$ cat config.mk
export PLATFORM = sky130hd
export DESIGN_NAME = video_timing_gen
export DESIGN_NICKNAME = d
export VERILOG_FILES = /design/src/rtl/video_timing_pkg.sv /design/src/rtl/vt_axis_counter.sv /design/src/rtl/video_timing_gen.sv
export SDC_FILE = /design/constraint.sdc
export NUM_CORES = 1
export LEC_CHECK = 0
export BUFFER_PORTS_ARGS = -buffer_cell sky130_fd_sc_hd__buf_4
export CAP_MARGIN = 15
export CORE_MARGIN = 1
export CORE_UTILIZATION = 47
export CTS_CLUSTER_SIZE = 30
export DETAILED_ROUTE_END_ITERATION = 7
export GPL_TIMING_DRIVEN = 0
export PLACE_DENSITY = 0.65
export RECOVER_POWER = 100
export SYNTH_ARGS = -nofsm -noshare
export SYNTH_HDL_FRONTEND = slang
export SYNTH_SLANG_ARGS = --single-unit
export TNS_END_PERCENT = 5
$ cat constraint.sdc
create_clock -name i_pixel_clk -period 18.8 [get_ports i_pixel_clk]
set_clock_uncertainty 0.2 [all_clocks]
set_input_delay 5.64 -clock i_pixel_clk [delete_from_list [all_inputs] [get_ports i_pixel_clk]]
set_output_delay 5.64 -clock i_pixel_clk [all_outputs]
set_load 0.01 [all_outputs]
$ cat src/rtl/video_timing_pkg.sv
// Mode table and helpers shared by the video timing generator and its axis counters.
// Each entry describes one display mode; totals are derived, never stored.
package video_timing_pkg;

    localparam int VT_MAX_MODES = 8;

    typedef struct packed {
        logic [15:0] h_res;
        logic [15:0] h_fp;
        logic [15:0] h_sync;
        logic [15:0] h_bp;
        logic [15:0] v_res;
        logic [15:0] v_fp;
        logic [15:0] v_sync;
        logic [15:0] v_bp;
        logic        h_pol;
        logic        v_pol;
    } vt_mode_t;

    localparam vt_mode_t MODE_640X480 = '{
        h_res: 16'd640,  h_fp: 16'd16, h_sync: 16'd96,  h_bp: 16'd48,
        v_res: 16'd480,  v_fp: 16'd10, v_sync: 16'd2,   v_bp: 16'd33,
        h_pol: 1'b0, v_pol: 1'b0};
    localparam vt_mode_t MODE_800X600 = '{
        h_res: 16'd800,  h_fp: 16'd40, h_sync: 16'd128, h_bp: 16'd88,
        v_res: 16'd600,  v_fp: 16'd1,  v_sync: 16'd4,   v_bp: 16'd23,
        h_pol: 1'b1, v_pol: 1'b1};
    localparam vt_mode_t MODE_768X576 = '{
        h_res: 16'd768,  h_fp: 16'd32, h_sync: 16'd80,  h_bp: 16'd112,
        v_res: 16'd576,  v_fp: 16'd1,  v_sync: 16'd3,   v_bp: 16'd21,
        h_pol: 1'b0, v_pol: 1'b1};
    localparam vt_mode_t MODE_1024X768 = '{
        h_res: 16'd1024, h_fp: 16'd24, h_sync: 16'd136, h_bp: 16'd160,
        v_res: 16'd768,  v_fp: 16'd3,  v_sync: 16'd6,   v_bp: 16'd29,
        h_pol: 1'b0, v_pol: 1'b0};

    localparam vt_mode_t MODE_TABLE [VT_MAX_MODES] = '{
        MODE_640X480, MODE_800X600, MODE_768X576, MODE_1024X768,
        MODE_640X480, MODE_640X480, MODE_640X480, MODE_640X480};

    function automatic logic sync_idle(input logic pol);
        return ~pol;
    endfunction

    function automatic logic sync_drive(input logic asserted, input logic pol);
        return asserted ? pol : ~pol;
    endfunction

    function automatic int unsigned h_total(input vt_mode_t m);
        return 32'(m.h_res) + 32'(m.h_fp) + 32'(m.h_sync) + 32'(m.h_bp);
    endfunction

    function automatic int unsigned v_total(input vt_mode_t m);
        return 32'(m.v_res) + 32'(m.v_fp) + 32'(m.v_sync) + 32'(m.v_bp);
    endfunction

    function automatic int unsigned h_sync_beg(input vt_mode_t m);
        return 32'(m.h_res) + 32'(m.h_fp);
    endfunction

    function automatic int unsigned h_sync_end(input vt_mode_t m);
        return 32'(m.h_res) + 32'(m.h_fp) + 32'(m.h_sync);
    endfunction

    function automatic int unsigned v_sync_beg(input vt_mode_t m);
        return 32'(m.v_res) + 32'(m.v_fp);
    endfunction

    function automatic int unsigned v_sync_end(input vt_mode_t m);
        return 32'(m.v_res) + 32'(m.v_fp) + 32'(m.v_sync);
    endfunction

endpackage

$ cat src/rtl/vt_axis_counter.sv
// One timing axis: position counter, wrap detect and registered sync decode.
// Wrap uses the limits of the mode in force; decode uses the mode of the next pixel.
module vt_axis_counter
    import video_timing_pkg::*;
#(
    parameter int   COORD_W = 13,
    parameter logic RST_POL = 1'b0
) (
    input  logic               clk,
    input  logic               resetn,
    input  logic               step,
    input  logic               start,
    input  logic [COORD_W-1:0] total,
    input  logic [COORD_W-1:0] res,
    input  logic [COORD_W-1:0] sync_beg,
    input  logic [COORD_W-1:0] sync_end,
    input  logic               pol,
    output logic [COORD_W-1:0] cnt,
    output logic [COORD_W-1:0] nxt_cnt,
    output logic               wrap,
    output logic               nxt_active,
    output logic               sync
);

    assign wrap = (cnt == total - 1'b1);

    // start parks the counter at 0 so the first pixel after reset is (0,0)
    always_comb begin
        nxt_cnt = cnt;
        if (start)
            nxt_cnt = '0;
        else if (step)
            nxt_cnt = wrap ? '0 : cnt + 1'b1;
    end

    assign nxt_active = (nxt_cnt < res);

    always_ff @(posedge clk) begin
        if (!resetn) begin
            cnt  <= '0;
            sync <= sync_idle(RST_POL);
        end else begin
            cnt  <= nxt_cnt;
            sync <= sync_drive((nxt_cnt >= sync_beg) && (nxt_cnt < sync_end), pol);
        end
    end

endmodule

$ cat src/rtl/video_timing_gen.sv
// Multi-mode display timing generator with frame-boundary mode switching.
// Define VIDEO_TIMING_LOOKAHEAD_EN to add registered next-pixel outputs (o_next_x/y/de).
module video_timing_gen
    import video_timing_pkg::*;
#(
    parameter int N_MODES      = 4,
    parameter int DEFAULT_MODE = 0,
    parameter int COORD_W      = 13
) (
    input  logic               i_pixel_clk,
    input  logic               i_resetn,
    input  logic [2:0]         i_mode_sel,
    input  logic               i_mode_req,
    output logic [2:0]         o_hve,
    output logic [COORD_W-1:0] o_x,
    output logic [COORD_W-1:0] o_y,
    output logic               o_line_start,
    output logic               o_frame_start,
    output logic [2:0]         o_mode_active,
    output logic               o_mode_err
`ifdef VIDEO_TIMING_LOOKAHEAD_EN
    ,
    output logic [COORD_W-1:0] o_next_x,
    output logic [COORD_W-1:0] o_next_y,
    output logic               o_next_de
`endif
);

    localparam logic [2:0] DEF_M = 3'(DEFAULT_MODE);

    if (N_MODES < 1 || N_MODES > VT_MAX_MODES) begin : g_bad_n
        $error("video_timing_gen: N_MODES out of range");
    end
    if (DEFAULT_MODE < 0 || DEFAULT_MODE >= N_MODES) begin : g_bad_def
        $error("video_timing_gen: DEFAULT_MODE out of range");
    end
    for (genvar i = 0; i < N_MODES; i++) begin : g_chk
        if ((h_total(MODE_TABLE[i]) >> COORD_W) != 0 ||
            (v_total(MODE_TABLE[i]) >> COORD_W) != 0) begin : g_bad_total
            $error("video_timing_gen: mode total does not fit COORD_W");
        end
    end

    logic               run;
    logic [2:0]         mode, mode_n, pend_mode, pend_mode_n;
    logic               pend, pend_n, sel_ok, acc_req, sw;
    logic               de_q, ls_q, fs_q, err_q;

    logic [COORD_W-1:0] h_tot, v_tot;
    logic [COORD_W-1:0] h_res_n, h_sb_n, h_se_n, v_res_n, v_sb_n, v_se_n;
    logic               h_pol_n, v_pol_n;

    logic [COORD_W-1:0] x, y, x_n, y_n;
    logic               x_wrap, y_wrap, h_act_n, v_act_n, hs, vs;

    assign sel_ok  = ({1'b0, i_mode_sel} < 4'(N_MODES));
    assign acc_req = i_mode_req && sel_ok;
    assign sw      = run && x_wrap && y_wrap && pend;

    assign mode_n      = sw ? pend_mode : mode;
    assign pend_n      = acc_req ? 1'b1 : (sw ? 1'b0 : pend);
    assign pend_mode_n = acc_req ? i_mode_sel : pend_mode;

    // wrap is judged against the running mode, decode against the mode of the next pixel
    assign h_tot   = COORD_W'(h_total(MODE_TABLE[mode]));
    assign v_tot   = COORD_W'(v_total(MODE_TABLE[mode]));
    assign h_res_n = COORD_W'(MODE_TABLE[mode_n].h_res);
    assign v_res_n = COORD_W'(MODE_TABLE[mode_n].v_res);
    assign h_sb_n  = COORD_W'(h_sync_beg(MODE_TABLE[mode_n]));
    assign h_se_n  = COORD_W'(h_sync_end(MODE_TABLE[mode_n]));
    assign v_sb_n  = COORD_W'(v_sync_beg(MODE_TABLE[mode_n]));
    assign v_se_n  = COORD_W'(v_sync_end(MODE_TABLE[mode_n]));
    assign h_pol_n = MODE_TABLE[mode_n].h_pol;
    assign v_pol_n = MODE_TABLE[mode_n].v_pol;

    vt_axis_counter #(
        .COORD_W (COORD_W),
        .RST_POL (MODE_TABLE[DEFAULT_MODE].h_pol)
    ) u_h (
        .clk        (i_pixel_clk),
        .resetn     (i_resetn),
        .step       (1'b1),
        .start      (!run),
        .total      (h_tot),
        .res        (h_res_n),
        .sync_beg   (h_sb_n),
        .sync_end   (h_se_n),
        .pol        (h_pol_n),
        .cnt        (x),
        .nxt_cnt    (x_n),
        .wrap       (x_wrap),
        .nxt_active (h_act_n),
        .sync       (hs)
    );

    vt_axis_counter #(
        .COORD_W (COORD_W),
        .RST_POL (MODE_TABLE[DEFAULT_MODE].v_pol)
    ) u_v (
        .clk        (i_pixel_clk),
        .resetn     (i_resetn),
        .step       (x_wrap),
        .start      (!run),
        .total      (v_tot),
        .res        (v_res_n),
        .sync_beg   (v_sb_n),
        .sync_end   (v_se_n),
        .pol        (v_pol_n),
        .cnt        (y),
        .nxt_cnt    (y_n),
        .wrap       (y_wrap),
        .nxt_active (v_act_n),
        .sync       (vs)
    );

    always_ff @(posedge i_pixel_clk) begin
        if (!i_resetn) begin
            run       <= 1'b0;
            mode      <= DEF_M;
            pend      <= 1'b0;
            pend_mode <= DEF_M;
            de_q      <= 1'b0;
            ls_q      <= 1'b0;
            fs_q      <= 1'b0;
            err_q     <= 1'b0;
        end else begin
            run       <= 1'b1;
            mode      <= mode_n;
            pend      <= pend_n;
            pend_mode <= pend_mode_n;
            de_q      <= h_act_n && v_act_n;
            ls_q      <= (x_n == '0);
            fs_q      <= (x_n == '0) && (y_n == '0);
            err_q     <= i_mode_req && !sel_ok;
        end
    end

    assign o_hve         = {de_q, vs, hs};
    assign o_x           = x;
    assign o_y           = y;
    assign o_line_start  = ls_q;
    assign o_frame_start = fs_q;
    assign o_mode_active = mode;
    assign o_mode_err    = err_q;

`ifdef VIDEO_TIMING_LOOKAHEAD_EN
    // Second step of the same recurrence, taken from the pixel about to be loaded
    logic [COORD_W-1:0] h_last2, v_last2, nn_x, nn_y;
    logic               w2x, w2y, sw2;
    logic [2:0]         mode2;

    assign h_last2 = COORD_W'(h_total(MODE_TABLE[mode_n])) - 1'b1;
    assign v_last2 = COORD_W'(v_total(MODE_TABLE[mode_n])) - 1'b1;
    assign w2x     = (x_n == h_last2);
    assign w2y     = (y_n == v_last2);
    assign sw2     = w2x && w2y && pend_n;
    assign mode2   = sw2 ? pend_mode_n : mode_n;
    assign nn_x    = w2x ? '0 : x_n + 1'b1;
    assign nn_y    = w2x ? (w2y ? '0 : y_n + 1'b1) : y_n;

    always_ff @(posedge i_pixel_clk) begin
        if (!i_resetn) begin
            o_next_x  <= '0;
            o_next_y  <= '0;
            o_next_de <= 1'b0;
        end else begin
            o_next_x  <= nn_x;
            o_next_y  <= nn_y;
            o_next_de <= (nn_x < COORD_W'(MODE_TABLE[mode2].h_res)) &&
                         (nn_y < COORD_W'(MODE_TABLE[mode2].v_res));
        end
    end
`endif

endmodule

After elaboration in Yosys (flattened, before gate mapping) --
Memory sizes are Yosys's and may differ from the RTL's. Index checks and enable logic that the tools add are counted.
Storage, ports and cells: input port bits 6, output and inout port bits 35, logic and storage cells 71, register bits 40, ROM bits 2080, memories kept 2
Memory list:
- (name not given) | depth 8, bits a word 130, read ports 1, clocked after memory_dff 0, write ports 0, RTL line video_timing_gen.sv:74 | assign v_pol_n = MODE_TABLE[mode_n].v_pol;
- (name not given) | depth 8, bits a word 130, read ports 1, clocked after memory_dff 0, write ports 0, RTL line video_timing_gen.sv:66 | assign v_tot = COORD_W'(v_total(MODE_TABLE[mode]));
Cells by class: eq/ne operators 2, $lt $le $gt $ge 9, bitwise operators 4, reduce and logical (&&, ||, !) cells 13, multiplexer cells 15, $add $sub $neg 14
Operator list (number):
- two-way mux 127 bit | 4
- adder 13 bit | 10
- two-way mux 13 bit | 5
- less-than comparator 13 bit | 4
- adder 13 x 1 -> 13 bit, second input constant | 2
- equality test 13 bit | 2
- >= comparator 13 bit | 2
- logical NOT 13 bit | 2
- subtractor 13 x 1 -> 13 bit, second input constant | 2
- logical AND 1 bit | 9
- >= comparator 4 bit, second input constant | 2
- inverter 3 -> 4 bit | 2
- two-way mux 1 bit | 5
- less-than comparator 3 bit, second input constant | 1
- two-way mux 3 bit | 1
- inverter 1 bit | 2
- nonzero test 2 bit | 1
- logical NOT 1 bit | 1

Depth between registers and ports, before layout --
depth after elaboration 22, mapped depth 37

Hierarchy --
From an unflattened synthesis, not the netlist that was laid out.
Second synthesis, totals: cells, all modules 830, area total of the unflattened synthesis 6381.1 sq um
Modules (own cells, without submodules):
- vt_axis_counter at u_h | seq. area each 280.3 sq um, cells an instance 303, area an instance 2227.1 sq um, times used 1
- vt_axis_counter at u_v | seq. area each 280.3 sq um, cells an instance 296, area an instance 2212.1 sq um, times used 1
- video_timing_gen | seq. area each 240.2 sq um, cells an instance 231, area an instance 1941.9 sq um, times used 1

Worst setup path after synthesis --
OpenSTA, ideal clock, no wires.
path type reg2reg, from register mode[0], in the netlist o_mode_active[0], to register u_v.sync, required time 18477 ps, stages on the path, launching flop included 37, data arrival time 7506 ps, path slack 10971 ps, buffers on the path 2, cells stage by stage dfxtp_1 -> inv_1 -> ha_1 -> nand2b_1 -> ha_1 -> inv_1 -> fa_1 -> ha_1 -> inv_1 -> fa_1 -> xor2_1 -> nand4_1 -> nor3_1 -> nand4bb_1 -> nor2_1 -> clkbuf_1 -> nand3_1 -> mux2i_1 -> inv_1 -> ha_1 -> and3_1 -> buf_2 -> inv_1 -> ha_1 -> and3b_1 -> a31oi_1 -> nor2_1 -> nand2_1 -> o31a_1 -> ha_1 -> and3_1 -> nand3_1 -> nor2_1 -> nor2_1 -> nand2_1 -> nor4b_1 -> mux2_1
On the way: word-level cells in the longest chain between the ends 22, elaborated cells between the ends (all ways) 32, those cells by class add/sub: 10; order compare: 2; eq/ne: 2; mux: 9; bitwise: 3; reduce/logical: 4; memory: 2
RTL lines:
- from (decl) | RTL line video_timing_gen.sv:45 | logic [2:0] mode, mode_n, pend_mode, pend_mode_n;
- from (signal assigned) | RTL line video_timing_gen.sv:128 | mode <= mode_n;
- inverter 3 -> 4 bit (implied by the code) | RTL line video_timing_gen.sv:65, video_timing_gen.sv:66
- memory read (8 x 130 bit)
- two-way mux 127 bit (implied by the code) (2 in series) | RTL line video_timing_gen.sv:66
- adder 13 bit (3 in series) | RTL line video_timing_pkg.sv:50 | return 32'(m.h_res) + 32'(m.h_fp) + 32'(m.h_sync) + 32'(m.h_bp);
- subtractor 13 x 1 -> 13 bit | RTL line vt_axis_counter.sv:25 | assign wrap = (cnt == total - 1'b1);
- equality test 13 bit | RTL line vt_axis_counter.sv:25
- logical AND 1 bit (3 in series) | RTL line video_timing_gen.sv:58 | assign sw = run && x_wrap && y_wrap && pend;
- two-way mux 3 bit * | RTL line video_timing_gen.sv:60 | assign mode_n = sw ? pend_mode : mode;
- net mode_n[0] | RTL line video_timing_gen.sv:45
- inverter 3 -> 4 bit (implied by the code) * | RTL line video_timing_gen.sv:71, video_timing_gen.sv:72, video_timing_gen.sv:74
- memory read (8 x 130 bit) *
- two-way mux 127 bit (implied by the code) * (2 in series) | RTL line video_timing_gen.sv:74
- adder 13 bit (2 in series) | RTL line video_timing_pkg.sv:70 | return 32'(m.v_res) + 32'(m.v_fp) + 32'(m.v_sync);
- less-than comparator 13 bit | RTL line vt_axis_counter.sv:44 | sync <= sync_drive((nxt_cnt >= sync_beg) && (nxt_cnt < sync_end), pol);
- logical AND 1 bit | RTL line vt_axis_counter.sv:44
- two-way mux 1 bit * | RTL line video_timing_pkg.sv:46 | return asserted ? pol : ~pol;
- to (signal assigned) | RTL line vt_axis_counter.sv:41 | sync <= sync_idle(RST_POL);
- to (signal assigned) | RTL line vt_axis_counter.sv:44
- to (decl) | RTL line vt_axis_counter.sv:22 | output logic sync
The timed path passes the listed nets; every way through them passes the cells marked *. The select of a mux whose other input is x is not followed. A chain may end at the register's enable or synchronous reset.

Final worst setup path --
Same ends and word-level chain as after synthesis.

==> flow_summary.yaml <==
worst_setup_path:
  reg2regPathDepth: 36
  r2r-start: "o_mode_active[0]"
  crit_path_start: "o_mode_active[0]"
  worst-r2r-setup-slack_ns: 9.40
  critical_path_depth: 36
  worstSetupPathType: "register to register"
  cp-start-kind: "register"
  crit_path_frequent_cell: "ha_1"
  worst-path-buf-inv: 7
  r2r-end: "u_v.sync"
  critPathRequiredTime_ns: 18.78
  path_delay_family: "simple AND/OR/NAND/NOR gates"
  endpoint: "u_v.sync"
  cp_slowest_stage_delay_ns: 0.58
  cp_max_fo: 11
  cp_slowest_cell: "fa_1"
  crit_path_end_kind: "register"
  cp_data_arrival_time_ns: 9.38
pwr:
  ir_drop_mv: 0.01893
  leakage_nw: 2.325
  total_power_mw: 0.1559
  p_per_area_nw_per_um2: 30.95
detailed_routing:
  wl_per_cell_um: 15.19
  dr.first_iter.drc_count: 317
  wl_um: 11620
  dr.pass1.iters: 5
  drc: 0
  vias_per_cell: 5.605
  vias: 4288
  ant_nets: 0
yosys:
  synth-main-ff-cell: "dfxtp_1"
  yosysTopAreaCell: "ha_1"
  yosysWarnings: 0
  synth_cells: 588
  synth_cell_types: 64
  synth_edf_count: 0
  synth_area_leaders: "ha_1 23%, dfxtp_1 17%, xnor2_1 7.6%"
  synth.net_count: 684
  synth.most_common_cell: "ha_1"
  ys_async_sr_fraction_pct: 0
  syn_avg_cell_area_um2: 7.854
  synth.top_cell.area_share_pct: 23.03
  synth_seq_area_share_pct: 17.34
  ys_seq_elements: 40
  synth_common_cells: "85 x ha_1, 62 x nor2_1, 43 x inv_1, 40 x dfxtp_1, 40 x xnor2_1"
  synth_area_um2: 4618
timing:
  fmax_mhz: 106.4
  fin_crit_sh_pct: 49.98
  fin_crit_ns: 9.397
  tightest_slew_ns: 0.6357
  rsz0062_at_grt: "no"
  relSlewSlack_pct: 57.62
  hold_viol: 0
  slew_violations: 0
  fin_tns_setup_ns: 0
  setup-violations-final: 0
cells_and_area:
  num_antenna_cells: 0
  fin_nets: 731
  drive_above_1_share_pct: 5.660
  area_growth_pct: 9.049
floorplan:
  die_h_um: 101.1
  die_width_um: 101.1
  io_pins: 41
  rows: 35
  core_um2: 9371
  die_area_um2: 10230
  initial_core_util_pct: 49.28
run_status:
  status: "finished clean"
clock_network:
  numCtsBuffers: 5
  cts_resized: 0
  ctsHoldBuffers: 0
  cts.path.max_buffers: 2
  numClockSinks: 40
  insertion_delay_ns: 0.29
  cts_setup_buffers: 0
  cts_tree: "done"
  htree_levels: 2
  clk_pin_slew_ns: 0.08
  root_buffer: "clkbuf_8"
global_routing:
  grt_pass1_wl_um: 19290
  grt_overflow_total: 0
  grt.total_usage_pct: 23.79
  grt_pass1_vias: 3974
  grt_max_degree: 13
  antenna_found_initial: 0
flow_run:
  timing.max_cap.violations: 0
placement:
  dp_hpwl_um: 9491
  gp_congestion: 0.9152
  io_buffer_count: 40
min_path:
  hold_class: "register to register"
[stage by stage]
step	worst slack (ns)	instance area, um^2	std cells	util [%]	hold WS [ns]
after CTS	9.696	5172	765	55.19	0.2837
after floorplan	10.97	4618	588	-	0.2456
after global routing	8.685	5036	765	53.74	0.3134
after global placement	9.815	5080	757	54.21	0.2628
after detailed placement	9.709	5080	757	54.21	0.2695
final	9.403	5036	765	53.74	0.2849
[sequential cells by signal (all words and copies together) (netlist names)]
| signal | flops |
|---|---|
| o_mode_active | 3 |
| run | 1 |
| u_v.sync | 1 |
| u_v.cnt | 13 |
| de_q | 1 |
| o_frame_start | 1 |
| o_line_start | 1 |
| o_mode_err | 1 |
| pend | 1 |
| u_h.cnt | 13 |
| pend_mode | 3 |
| u_h.sync | 1 |
[worst min-delay path, cell delays in order (launching register included)]
cell and delay (ns):
dfxtp_1 0.35, nand2_1 0.07, nor2_1 0.03
[layer usage]
metal / routed length (um) / track usage, % / up-vias
met4: 93 / 5.017 / 0
met3: 381 / 1.318 / 7
met2: 5463 / 39.51 / 97
met5: 0 / 0 / -
li1: - / - / 2158
met1: 5684 / 33.97 / 2026
[cell type report]
class                           instances  area, um^2
Sequential cell                        40       800.8
Tap cell                              129       161.4
Buffer                                 20       92.59
Inverter                               46       172.7
Fill cell                             965        4335
Clock inverter                          2       10.01
Clock buffer                            6       82.58
Multi-Input combinational cell        482        3551
Timing Repair Buffer                   40       165.2
[layout by cell type, fill, tap and decap left out, types with 6 or more instances in the layout]
cell       n
inv_1     43
nor2b_1   11
nor2_1    62
nand2b_1  12
ha_1      85
dfxtp_1   40
nor3_1    25
xnor2_1   40
clkbuf_1  48
nand2_1   32
buf_4      6
o21ai_0   20
mux2i_1    7
nand3_1   27
a21oi_1   27
and3_1    15
a21o_1    12
xor2_1    18
clkbuf_8   6
a31oi_1   11
nand4_1   10
[power by group]
part	leakage [nW]	internal, mW	switching (mW)
Clock	0.0510	0.0293	0.0310
Sequential	0.324	0.0858	0.000621
Combinational	1.95	0.00312	0.00597
[how the worst min path moves through the flow]
| stage | start | endpoint | slack [ns] | depth (start not counted) |
|---|---|---|---|---|
| after floorplan | pend_mode[2] | pend_mode[2] | 0.25 | 2 |
| after global placement | pend_mode[2] | pend_mode[2] | 0.26 | 2 |
| after detailed placement | pend_mode[2] | pend_mode[2] | 0.27 | 2 |
| after CTS | pend_mode[2] | pend_mode[2] | 0.28 | 2 |
| after global routing | u_h.cnt[0] | u_h.cnt[0] | 0.31 | 1 |
| final | pend_mode[2] | pend_mode[2] | 0.28 | 2 |
[cell families (layout without fill, tap and decap cells)]
| family | after synthesis | after routing | share of synthesized area [%] |
|---|---|---|---|
| fa+ha+maj | 90 | 90 | 25.20 |
| simple gates | 230 | 230 | 25.85 |
| buf+inv | 66 | 114 | 5.771 |
| mux | 8 | 8 | 1.761 |
| other cells | 1 | 1 | 0.08120 |
| xor+xnor | 58 | 58 | 11.00 |
| compound gates | 95 | 95 | 13.01 |
| flops | 40 | 40 | 17.34 |
Power figures use the tool's default switching activity.
